===== config.mk =====
export PLATFORM = sky130hd
export DESIGN_NAME = dcache_write_buffer
export DESIGN_NICKNAME = d
export VERILOG_FILES = /design/src/rtl/dcache_write_buffer_pkg.sv /design/src/rtl/dcache_write_buffer_store_align.sv /design/src/rtl/dcache_write_buffer.sv
export SDC_FILE = /design/constraint.sdc
export NUM_CORES = 1
export LEC_CHECK = 0
export ABC_AREA = 1
export BUFFER_PORTS_ARGS = -buffer_cell sky130_fd_sc_hd__clkbuf_2
export CELL_PAD_IN_SITES_DETAIL_PLACEMENT = 1
export CELL_PAD_IN_SITES_GLOBAL_PLACEMENT = 1
export CORE_UTILIZATION = 39
export DETAILED_ROUTE_END_ITERATION = 8
export PLACE_DENSITY_LB_ADDON = 0.1
export RECOVER_POWER = 100
export SLEW_MARGIN = 0
export SYNTH_ARGS = -nofsm -noshare
export SYNTH_HDL_FRONTEND = slang
export SYNTH_SLANG_ARGS = --single-unit

===== constraint.sdc =====
create_clock -name CLK -period 2.8 [get_ports CLK]
set_clock_uncertainty 0.1 [all_clocks]
set_input_delay 0.56 -clock CLK [delete_from_list [all_inputs] [get_ports CLK]]
set_output_delay 0.56 -clock CLK [all_outputs]
set_load 0.02 [all_outputs]

===== src/rtl/dcache_write_buffer_pkg.sv =====
// rtl/dcache_write_buffer_pkg.sv - shared types and helpers for the D-cache store write buffer
package dcache_write_buffer_pkg;

  localparam int LINE_W = 29;
  localparam int MASK_W = 8;
  localparam int DATA_W = 64;

  typedef enum logic [1:0] {
    SZ_BYTE  = 2'd0,
    SZ_WORD  = 2'd1,
    SZ_DWORD = 2'd2,
    SZ_QWORD = 2'd3
  } size_e;

  typedef struct packed {
    logic [LINE_W-1:0] line;
    logic [DATA_W-1:0] data;
    logic [MASK_W-1:0] mask;
  } entry_t;

  // Unshifted byte-enable pattern for a store size, widened to two lines.
  function automatic logic [2*MASK_W-1:0] size_mask(input logic [1:0] size);
    logic [2*MASK_W-1:0] m;
    case (size)
      SZ_BYTE:  m = 16'h0001;
      SZ_WORD:  m = 16'h0003;
      SZ_DWORD: m = 16'h000F;
      default:  m = 16'h00FF;
    endcase
    return m;
  endfunction

endpackage


===== src/rtl/dcache_write_buffer_store_align.sv =====
// rtl/dcache_write_buffer_store_align.sv - splits a store into one or two line-aligned byte-masked halves
module dcache_write_buffer_store_align
  import dcache_write_buffer_pkg::*;
(
  input  logic [31:0]       addr,
  input  logic [1:0]        size,
  input  logic [DATA_W-1:0] data,
  output logic [LINE_W-1:0] lo_line,
  output logic [LINE_W-1:0] hi_line,
  output logic [DATA_W-1:0] lo_data,
  output logic [DATA_W-1:0] hi_data,
  output logic [MASK_W-1:0] lo_mask,
  output logic [MASK_W-1:0] hi_mask,
  output logic              split
);

  logic [2:0]          off;
  logic [2*MASK_W-1:0] mask_w;
  logic [2*DATA_W-1:0] data_w;

  // Shift data and byte enables into a two-line window; the upper line only matters when enabled.
  always_comb begin
    off     = addr[2:0];
    mask_w  = size_mask(size) << off;
    data_w  = {{DATA_W{1'b0}}, data} << {off, 3'b000};
    lo_line = addr[31:3];
    hi_line = addr[31:3] + LINE_W'(1);
    lo_data = data_w[DATA_W-1:0];
    hi_data = data_w[2*DATA_W-1:DATA_W];
    lo_mask = mask_w[MASK_W-1:0];
    hi_mask = mask_w[2*MASK_W-1:MASK_W];
    split   = |mask_w[2*MASK_W-1:MASK_W];
  end

endmodule


===== src/rtl/dcache_write_buffer.sv =====
// rtl/dcache_write_buffer.sv - store FIFO between writeback and the D-cache data array
module dcache_write_buffer
  import dcache_write_buffer_pkg::*;
#(
  parameter int DEPTH = 4,
  parameter int PTR_W = 2
) (
  input  logic              CLK,
  input  logic              CLR,
  input  logic              WB_Final_Dcache_Write,
  input  logic [31:0]       WB_Final_Dcache_Address,
  input  logic [63:0]       WB_Final_Dcache_Data,
  input  logic [1:0]        WB_Final_datasize,
  output logic              In_write_ready,
  output logic              MEM_WR_REQ,
  output logic [LINE_W-1:0] MEM_WR_ADDR,
  output logic [DATA_W-1:0] MEM_WR_DATA,
  output logic [MASK_W-1:0] MEM_WR_MASK,
  input  logic              MEM_WR_ACK,
  input  logic [LINE_W-1:0] LD_CHECK_ADDR,
  output logic              LD_CONFLICT,
  output logic              WB_EMPTY
);

  localparam logic [PTR_W:0] READY_MAX = (PTR_W+1)'(DEPTH - 2);

  entry_t           mem_q [DEPTH];
  entry_t           mem_d [DEPTH];
  logic [DEPTH-1:0] valid_q, valid_d;
  logic [PTR_W-1:0] wr_ptr_q, wr_ptr_d;
  logic [PTR_W-1:0] rd_ptr_q, rd_ptr_d;
  logic [PTR_W:0]   count_q, count_d;

  logic [LINE_W-1:0] lo_line, hi_line;
  logic [DATA_W-1:0] lo_data, hi_data;
  logic [MASK_W-1:0] lo_mask, hi_mask;
  logic              split;
  logic              push, pop;
  logic [PTR_W:0]    n_push;
  logic [PTR_W-1:0]  wr_ptr_nx;

  dcache_write_buffer_store_align u_align (
    .addr    (WB_Final_Dcache_Address),
    .size    (WB_Final_datasize),
    .data    (WB_Final_Dcache_Data),
    .lo_line (lo_line),
    .hi_line (hi_line),
    .lo_data (lo_data),
    .hi_data (hi_data),
    .lo_mask (lo_mask),
    .hi_mask (hi_mask),
    .split   (split)
  );

  // Handshake and head presentation come straight from registered state.
  always_comb begin
    In_write_ready = (count_q <= READY_MAX);
    MEM_WR_REQ     = (count_q != '0);
    WB_EMPTY       = (count_q == '0);
    MEM_WR_ADDR    = mem_q[rd_ptr_q].line;
    MEM_WR_DATA    = mem_q[rd_ptr_q].data;
    MEM_WR_MASK    = mem_q[rd_ptr_q].mask;
  end

  // Load hazard check over held entries only; the head counts even while being acked.
  always_comb begin
    LD_CONFLICT = 1'b0;
    for (int i = 0; i < DEPTH; i++) begin
      if (valid_q[i] && (mem_q[i].line == LD_CHECK_ADDR)) LD_CONFLICT = 1'b1;
    end
  end

  // Next-state FIFO update: ready guarantees both halves land in free slots distinct from the head.
  always_comb begin
    push      = WB_Final_Dcache_Write && In_write_ready;
    pop       = MEM_WR_ACK && MEM_WR_REQ;
    wr_ptr_nx = wr_ptr_q + PTR_W'(1);
    n_push    = '0;
    if (push) n_push = split ? (PTR_W+1)'(2) : (PTR_W+1)'(1);

    mem_d   = mem_q;
    valid_d = valid_q;
    if (pop) valid_d[rd_ptr_q] = 1'b0;
    if (push) begin
      mem_d[wr_ptr_q]   = '{line: lo_line, data: lo_data, mask: lo_mask};
      valid_d[wr_ptr_q] = 1'b1;
      if (split) begin
        mem_d[wr_ptr_nx]   = '{line: hi_line, data: hi_data, mask: hi_mask};
        valid_d[wr_ptr_nx] = 1'b1;
      end
    end

    wr_ptr_d = wr_ptr_q + PTR_W'(n_push);
    rd_ptr_d = rd_ptr_q + PTR_W'(pop);
    count_d  = count_q + n_push - (PTR_W+1)'(pop);
  end

  // State registers; reset discards every entry and clears storage so the head reads zero.
  always_ff @(posedge CLK or negedge CLR) begin
    if (!CLR) begin
      mem_q    <= '{default: '0};
      valid_q  <= '0;
      wr_ptr_q <= '0;
      rd_ptr_q <= '0;
      count_q  <= '0;
    end else begin
      mem_q    <= mem_d;
      valid_q  <= valid_d;
      wr_ptr_q <= wr_ptr_d;
      rd_ptr_q <= rd_ptr_d;
      count_q  <= count_d;
    end
  end

endmodule


==> impl_metrics.tcl, run 1 <==
set metrics [dict create \
    synth_edf_count 0 \
    fin_crit_ps 2950 \
    cts_made_buffers 53 \
    hold_violations 0 \
    grt_pass1_wl_mm 250 \
    grt_pass1_vias 38458 \
    r2r_start "wr_ptr_q[1]" \
    initialDrtViolationCount 3898 \
    cp.required_ps 2140 \
    multi_input_area_um2 19100 \
    r2r_end "mem_q[115]" \
    synth.cell_area_um2 30900 \
    cts_tree "built" \
    crit_fanout 6 \
    syn_nets 5146 \
    num_rows 102 \
    antenna_left 0 \
    port-buffer-count 235 \
    clock_latency_ps 630 \
    slew_viol_final 0 \
    period_share 1.05 \
    maxCapViolations 0 \
    violations "setup timing" \
    cts.path.max_buffers 3 \
    layout_setup_ws_ps -149 \
    ff2ff_setup_slack_ps 0 \
    fmax_ghz 0.339 \
    max_slew_margin 0.225 \
    vias 38730 \
    synth_top_family_by_area "simple AND/OR/NAND/NOR gates" \
    synth_cells 5008 \
    cp-startpoint "rd_ptr_q[1]" \
    place_inst 6103 \
    synth_compound_area_frac 0.134 \
    grtUsageTotal 0.411 \
    yosys.area_share.simple 0.436 \
    place_hpwl_mm 105 \
    htree_num_levels 2 \
    p_per_area_nw_per_um2 1290 \
    n_fill_cell 10234 \
    synth_mux_area_frac 0.00130 \
    ys_types 38 \
    power_leakage_uw 0.0194 \
    root_buffer "clkbuf_16" \
    grt-ovfl-total 0 \
    vdd_drop_max_mv 0.946 \
    fp.dieW_um 283 \
    drive_gt1_frac 0.155 \
    rsz0062_at_grt "true" \
    crit_path_end_kind "primary output" \
    ys_warn_count 0 \
    critPathLaunchType "flop" \
    worst_slew_pin_slew_ps 1160 \
    dp_slack_ps -48.8 \
    outcome "finished, violations left" \
    routed_wl_mm 173 \
    syn_area_per_cell_um2 6.16 \
    firstDrtPassIters 6 \
    drcViolationCount 0 \
    die-area_um2 80200 \
    final_cells 6278 \
    antenna_found_initial 5 \
    critPathCapture "MEM_WR_MASK[0]" \
    final_nets 5328 \
    hold_class "input pin to flop" \
    die_h_um 283 \
    reg2reg_depth 9 \
    synth_ff_type "dfrtp_1" \
    synth_fa_ha_area_frac 0.00308 \
    clk_pin_slew_ps 60 \
    crit_type "flop to primary output" \
    pin_count 236 \
    synth-seq-cells 415 \
    yosys.area_share.xor_xnor 0.00625 \
    worstPathArrival_ps 2290 \
    clock_sinks 415 \
    start_util 0.396 \
    holdWs_ps 242 \
    vias_per_cell 6.17 \
    grt_max_degree 179 \
    core-area_um2 77800 \
    seq_area_um2 10400 \
    yosysSeqAreaShare 0.337 \
    setup_viol 88 \
    synthArstFlopShare 1.00 \
    wl_per_cell_um 27.5 \
    p_total_uw 50200 \
    area_delta_synth_final_pct 26.0 \
    gp_congestion 1.00 \
]
==> timing repair <==
item | 4_1_cts | 5_1_grt
hold endpoints to repair | 25 | 0
setup endpoints to repair | 102 | 102
setup buffers | 30 | 12
hold buffers | 1 | 0
cloned | 19 | 15
resized for setup | 299 | 249
pin swaps | 27 | 52
==> layout by cell type (no fill, tap or decap), drive strengths merged, types with 6 or more instances in the layout <==
cell	instances
nand2	2069
nand3	876
dfrtp	415
o21ai	408
clkbuf	283
buf	273
inv	269
nor2	202
a22oi	101
nand4	65
a21oi	62
o221ai	45
a21boi	41
o211ai	32
clkinv	24
xor2	16
bufinv	9
nor3	8
o22ai	7
xnor2	6
ha	6
==> worst max-delay path, cell delays in order, from the launching register on <==
cell       delay [ps]
dfrtp_4           540
nor2_4            210
buf_12            190
buf_12            170
clkbuf_16         180
a22oi_2            60
o221ai_2           90
clkbuf_8          190
==> Yosys cell counts, types with 7 or more instances <==
cell type | n | area, µm²
nand2_1 | 2066 | 7750
nor2_1 | 195 | 732
o21ai_0 | 386 | 1930
buf_2 | 101 | 505
nand3_1 | 873 | 4370
buf_1 | 23 | 86.3
a21boi_0 | 21 | 158
buf_4 | 11 | 82.6
inv_2 | 11 | 41.3
a22oi_1 | 101 | 758
inv_1 | 266 | 998
o211ai_1 | 32 | 240
clkbuf_1 | 224 | 841
nand4_1 | 65 | 407
nor3_1 | 8 | 40.0
a21oi_1 | 61 | 305
dfrtp_1 | 415 | 10400
a21boi_1 | 20 | 150
o21ai_1 | 21 | 105
xor2_1 | 16 | 140
o221ai_1 | 45 | 394
o22ai_1 | 7 | 43.8
==> worst min-delay path by stage <==
stage | depth (start not counted) | start | slack, ps | end
6_report | 4 | MEM_WR_ACK | 240 | valid_q[3]
3_3_place_gp | 2 | mem_q[72] | 370 | mem_q[72]
4_1_cts | 4 | MEM_WR_ACK | 230 | valid_q[2]
2_1_floorplan | 0 | CLR | 160 | count_q[0]
5_1_grt | 4 | MEM_WR_ACK | 270 | valid_q[3]
3_5_place_dp | 1 | CLR | 380 | mem_q[314]
==> state kept, by name (all words and copies together) (netlist names) <==
name,count
mem_q,404
valid_q,4
count_q,3
rd_ptr_q,2
wr_ptr_q,2
==> where the power goes <==
| part | switching [µW] | internal (µW) | total [µW] |
|---|---|---|---|
| clock | 3140 | 4690 | 7830 |
| sequential | 2470 | 8630 | 11100 |
| combinational | 20100 | 11200 | 31300 |
| total | 25700 | 24500 | 50200 |
==> cell type report <==
class / instances / share of cell area
repair buffers: 488 / 0.129
diodes: 3 / 0.000193
multi-input cells: 3955 / 0.492
clock inverters: 29 / 0.00982
flip-flops and latches: 415 / 0.268
inverters: 277 / 0.0273
clock buffers: 71 / 0.0398
well taps: 1040 / 0.0335
==> logic make-up after synthesis <==
| logic type | after synthesis |
|---|---|
| flops | 415 |
| xor+xnor | 22 |
| simple gates | 3225 |
| mux | 4 |
| buf+inv | 638 |
| compound gates | 697 |
| fa+ha+maj | 7 |
==> metal layers <==
layer  vias to the layer above  GRT usage  share of wire
met2                      2108      0.644           0.45
met3                       610     0.0688          0.091
met1                     19131      0.519           0.38
met4                         6      0.279          0.075
li1                      16875          -              -
met5                         -          0        0.00023
==> through the flow <==
step / TNS, ps / util / area (µm²)
2_1_floorplan: 0 / - / 30900
3_3_place_gp: 0 / 0.436 / 33900
3_5_place_dp: -48.8 / 0.436 / 33900
4_1_cts: -2430 / 0.487 / 38000
5_1_grt: -7890 / 0.499 / 38900
6_report: -5750 / 0.499 / 38900
Note: power is estimated with default switching activity, not from simulation.
==> inputs of run 2 (changes only) <==
--- a/config.mk
+++ b/config.mk
@@ -5,11 +5,10 @@
 export SDC_FILE = /design/constraint.sdc
 export NUM_CORES = 1
 export LEC_CHECK = 0
-export ABC_AREA = 1
 export BUFFER_PORTS_ARGS = -buffer_cell sky130_fd_sc_hd__clkbuf_2
 export CELL_PAD_IN_SITES_DETAIL_PLACEMENT = 1
 export CELL_PAD_IN_SITES_GLOBAL_PLACEMENT = 1
-export CORE_UTILIZATION = 39
+export CORE_UTILIZATION = 43
 export DETAILED_ROUTE_END_ITERATION = 8
 export PLACE_DENSITY_LB_ADDON = 0.1
 export RECOVER_POWER = 100
@@ -17,3 +16,4 @@
 export SYNTH_ARGS = -nofsm -noshare
 export SYNTH_HDL_FRONTEND = slang
 export SYNTH_SLANG_ARGS = --single-unit
+export TNS_END_PERCENT = 50
==> run 2 against run 1 <==
The flow still finishes with violations (setup timing). Hold slack lost 12 ps. Global-route usage shrank 2.5 points. Sequential cell count is the same. First-iteration DRC count shrank 43%. Sequential power is essentially flat. Critical path depth shrank 1. Synthesized area shrank 19%. Via count shrank 39%. Critical endpoint is now mem_q[290]. Highest routed layer is now met4.
==> impl_metrics.tcl, run 2 <==
set metrics [dict create \
    layout_common_cells "dfrtp_1 (411), nand2_1 (209), nor2_1 (189)" \
    synthArstFlopShare 1.00 \
    p_total_uw 36000 \
    hold_violations 0 \
    gp_congestion 1.00 \
    worstPathArrival_ps 3510 \
    core-area_um2 56800 \
    crit_path_end_kind "flop" \
    n_fill_cell 6128 \
    wl_per_cell_um 33.0 \
    fin_crit_ps 3130 \
    start_util 0.438 \
    die_h_um 243 \
    synth_most_common_cell "dfrtp_1" \
    grt-busiest-layer "met2" \
    seq_area_um2 10400 \
    largest_register_ffs 404 \
    ff2ff_setup_slack_ps -330 \
    cts_made_buffers 48 \
    synth_edf_count 0 \
    pwr-share-comb 0.508 \
    power_leakage_uw 0.0136 \
    p_per_area_nw_per_um2 1170 \
    yosysSeqAreaShare 0.418 \
    clk_pin_slew_ps 70 \
    firstDrtPassIters 5 \
    outcome "finished, violations left" \
    clock_sinks 415 \
    ys_types 69 \
    slew_viol_final 0 \
    grtUsageTotal 0.386 \
    multi_input_area_um2 13500 \
    switching_power_uw 15000 \
    fp.dieW_um 243 \
    grt_max_degree 78 \
    synth_ff_type "dfrtp_1" \
    worst_slew_pin_slew_ps 1370 \
    ys_warn_count 0 \
    antenna_left 0 \
    cts_tree "built" \
    use_met3 0.0754 \
    setup_viol 209 \
    ys_top_cells_by_count "dfrtp_1 (415), nand2_1 (211), nor2_1 (189)" \
    internal-power_uw 21000 \
    synth_fa_ha_area_frac 0.00382 \
    initialDrtViolationCount 2207 \
    maxCapViolations 0 \
    fmax_ghz 0.320 \
    drcViolationCount 0 \
    place_hpwl_mm 79.3 \
    syn_area_per_cell_um2 10.6 \
    switching_share 0.416 \
    synth-seq-cells 415 \
    root_buffer "clkbuf_16" \
    dp_slack_ps -139 \
    period_share 1.12 \
    synth_top_family_by_area "compound AO/OA/AOI/OAI gates" \
    drive_gt1_frac 0.286 \
    met1_usage 0.505 \
    placed_cell_area_um2 28200 \
    mostFrequentLayoutCell "dfrtp_1" \
    layout_setup_ws_ps -328 \
    htree_num_levels 2 \
    top_regs "mem_q: 404 flops, valid_q: 4 flops, count_q: 3 flops" \
    num_rows 87 \
    hold_class "input pin to flop" \
    grt_pass1_vias 24664 \
    synth_compound_area_frac 0.219 \
    rsz0062_at_grt "true" \
    utilization 0.540 \
    cts.path.max_buffers 3 \
    p_seq_frac 0.301 \
    critPathLaunchType "flop" \
    antenna_found_initial 5 \
    area_delta_synth_final_pct 23.4 \
    cp.required_ps 3180 \
    grt_pass1_wl_mm 169 \
    yosys.area_share.xor_xnor 0.0465 \
    yosys-top-cells-area "dfrtp_1 (42%), mux4_2 (12%), a221o_1 (5.9%)" \
    max_slew_margin 0.0879 \
    vias 23625 \
    synth.cell_area_um2 24900 \
    crit_type "flop to flop" \
    synth_mux_area_frac 0.147 \
    yosys.area_share.simple 0.120 \
    grt-ovfl-total 0 \
    synth_cells 2346 \
    vdd_drop_max_mv 0.715 \
    final_nets 2801 \
    port-buffer-count 235 \
    pin_count 236 \
    routed_wl_mm 114 \
    netlist.area_leader.share 0.418 \
    regMostFlops "mem_q" \
    vias_per_cell 6.83 \
    clock_latency_ps 610 \
    fin_area_um2 30700 \
    clkPwrFrac 0.192 \
    use_met2 0.614 \
    die-area_um2 58800 \
    crit_fanout 27 \
    syn_nets 2484 \
    violations "setup timing" \
    yosysTopAreaCell "dfrtp_1" \
]
-- run 2: worst paths after layout --
| check | start | to | cells after the start |
|---|---|---|---|
| max | wr_ptr_q[1] | mem_q[290] | 6 |
| min | WB_Final_Dcache_Address[27] | mem_q[399] | 3 |
| max reg2reg | wr_ptr_q[1] | mem_q[290] | 6 |
| min reg2reg | mem_q[160] | mem_q[160] | 1 |
| max in group asynchronous | CLR | mem_q[17] | 4 |
| min in group asynchronous | CLR | mem_q[198] | 2 |
-- run 2: cell type report --
class,count,area share
clock buffers,66,0.0453
diodes,3,0.000245
multi-input cells,1684,0.440
repair buffers,491,0.132
well taps,756,0.0308
flip-flops and latches,415,0.339
inverters,23,0.00281
clock inverters,22,0.0106
-- run 2: what timing repair did --
item                                   CTS  global route
pin swaps                                3             4
gates resized for setup                 70           148
gates cloned                             7             0
buffers inserted                        25             6
endpoints found under the hold margin   38             0
hold buffers                             1             0
setup endpoints to repair              100            98
-- run 2: worst max-delay path: stages, from the launching register on --
cell      delay [ps]
dfrtp_1          630
clkbuf_2         380
nor2b_1          160
nand3_1          300
clkbuf_2         750
o21ai_0          310
a221o_1          360
-- run 2: kinds of logic (layout without fill, tap and decap cells) --
group | after synthesis | after routing
mux | 201 | 201
simple gates | 628 | 628
compound gates | 716 | 716
xor+xnor | 132 | 132
other cells | 0 | 3
flops | 415 | 415
buf+inv | 247 | 602
fa+ha+maj | 7 | 7
-- run 2: metrics by stage --
| step | setup TNS, ps | hold WS (ps) | cells |
|---|---|---|---|
| final | -14080 | 230 | 3460 |
| after CTS | -8400 | 200 | 3456 |
| after global placement | -467 | 354 | 3335 |
| after floorplan | -221 | 164 | 2346 |
| after detailed placement | -883 | 360 | 3335 |
| after global routing | -39970 | 227 | 3460 |
-- run 2: power groups by stage --
stage	Combinational, µW	Sequential [µW]	Clock [µW]
floorplan	10300	9830	0
global placement	15600	10800	0
detailed placement	16000	11000	0
CTS	17700	10700	6910
global route	19100	11100	7180
finish	18300	10800	6900
-- run 2: metal layers --
| metal | up-vias | share of wire |
|---|---|---|
| li1 | 9677 | - |
| met1 | 12343 | 0.39 |
| met2 | 1284 | 0.47 |
| met3 | 321 | 0.085 |
| met4 | 0 | 0.056 |
| met5 | - | 0 |
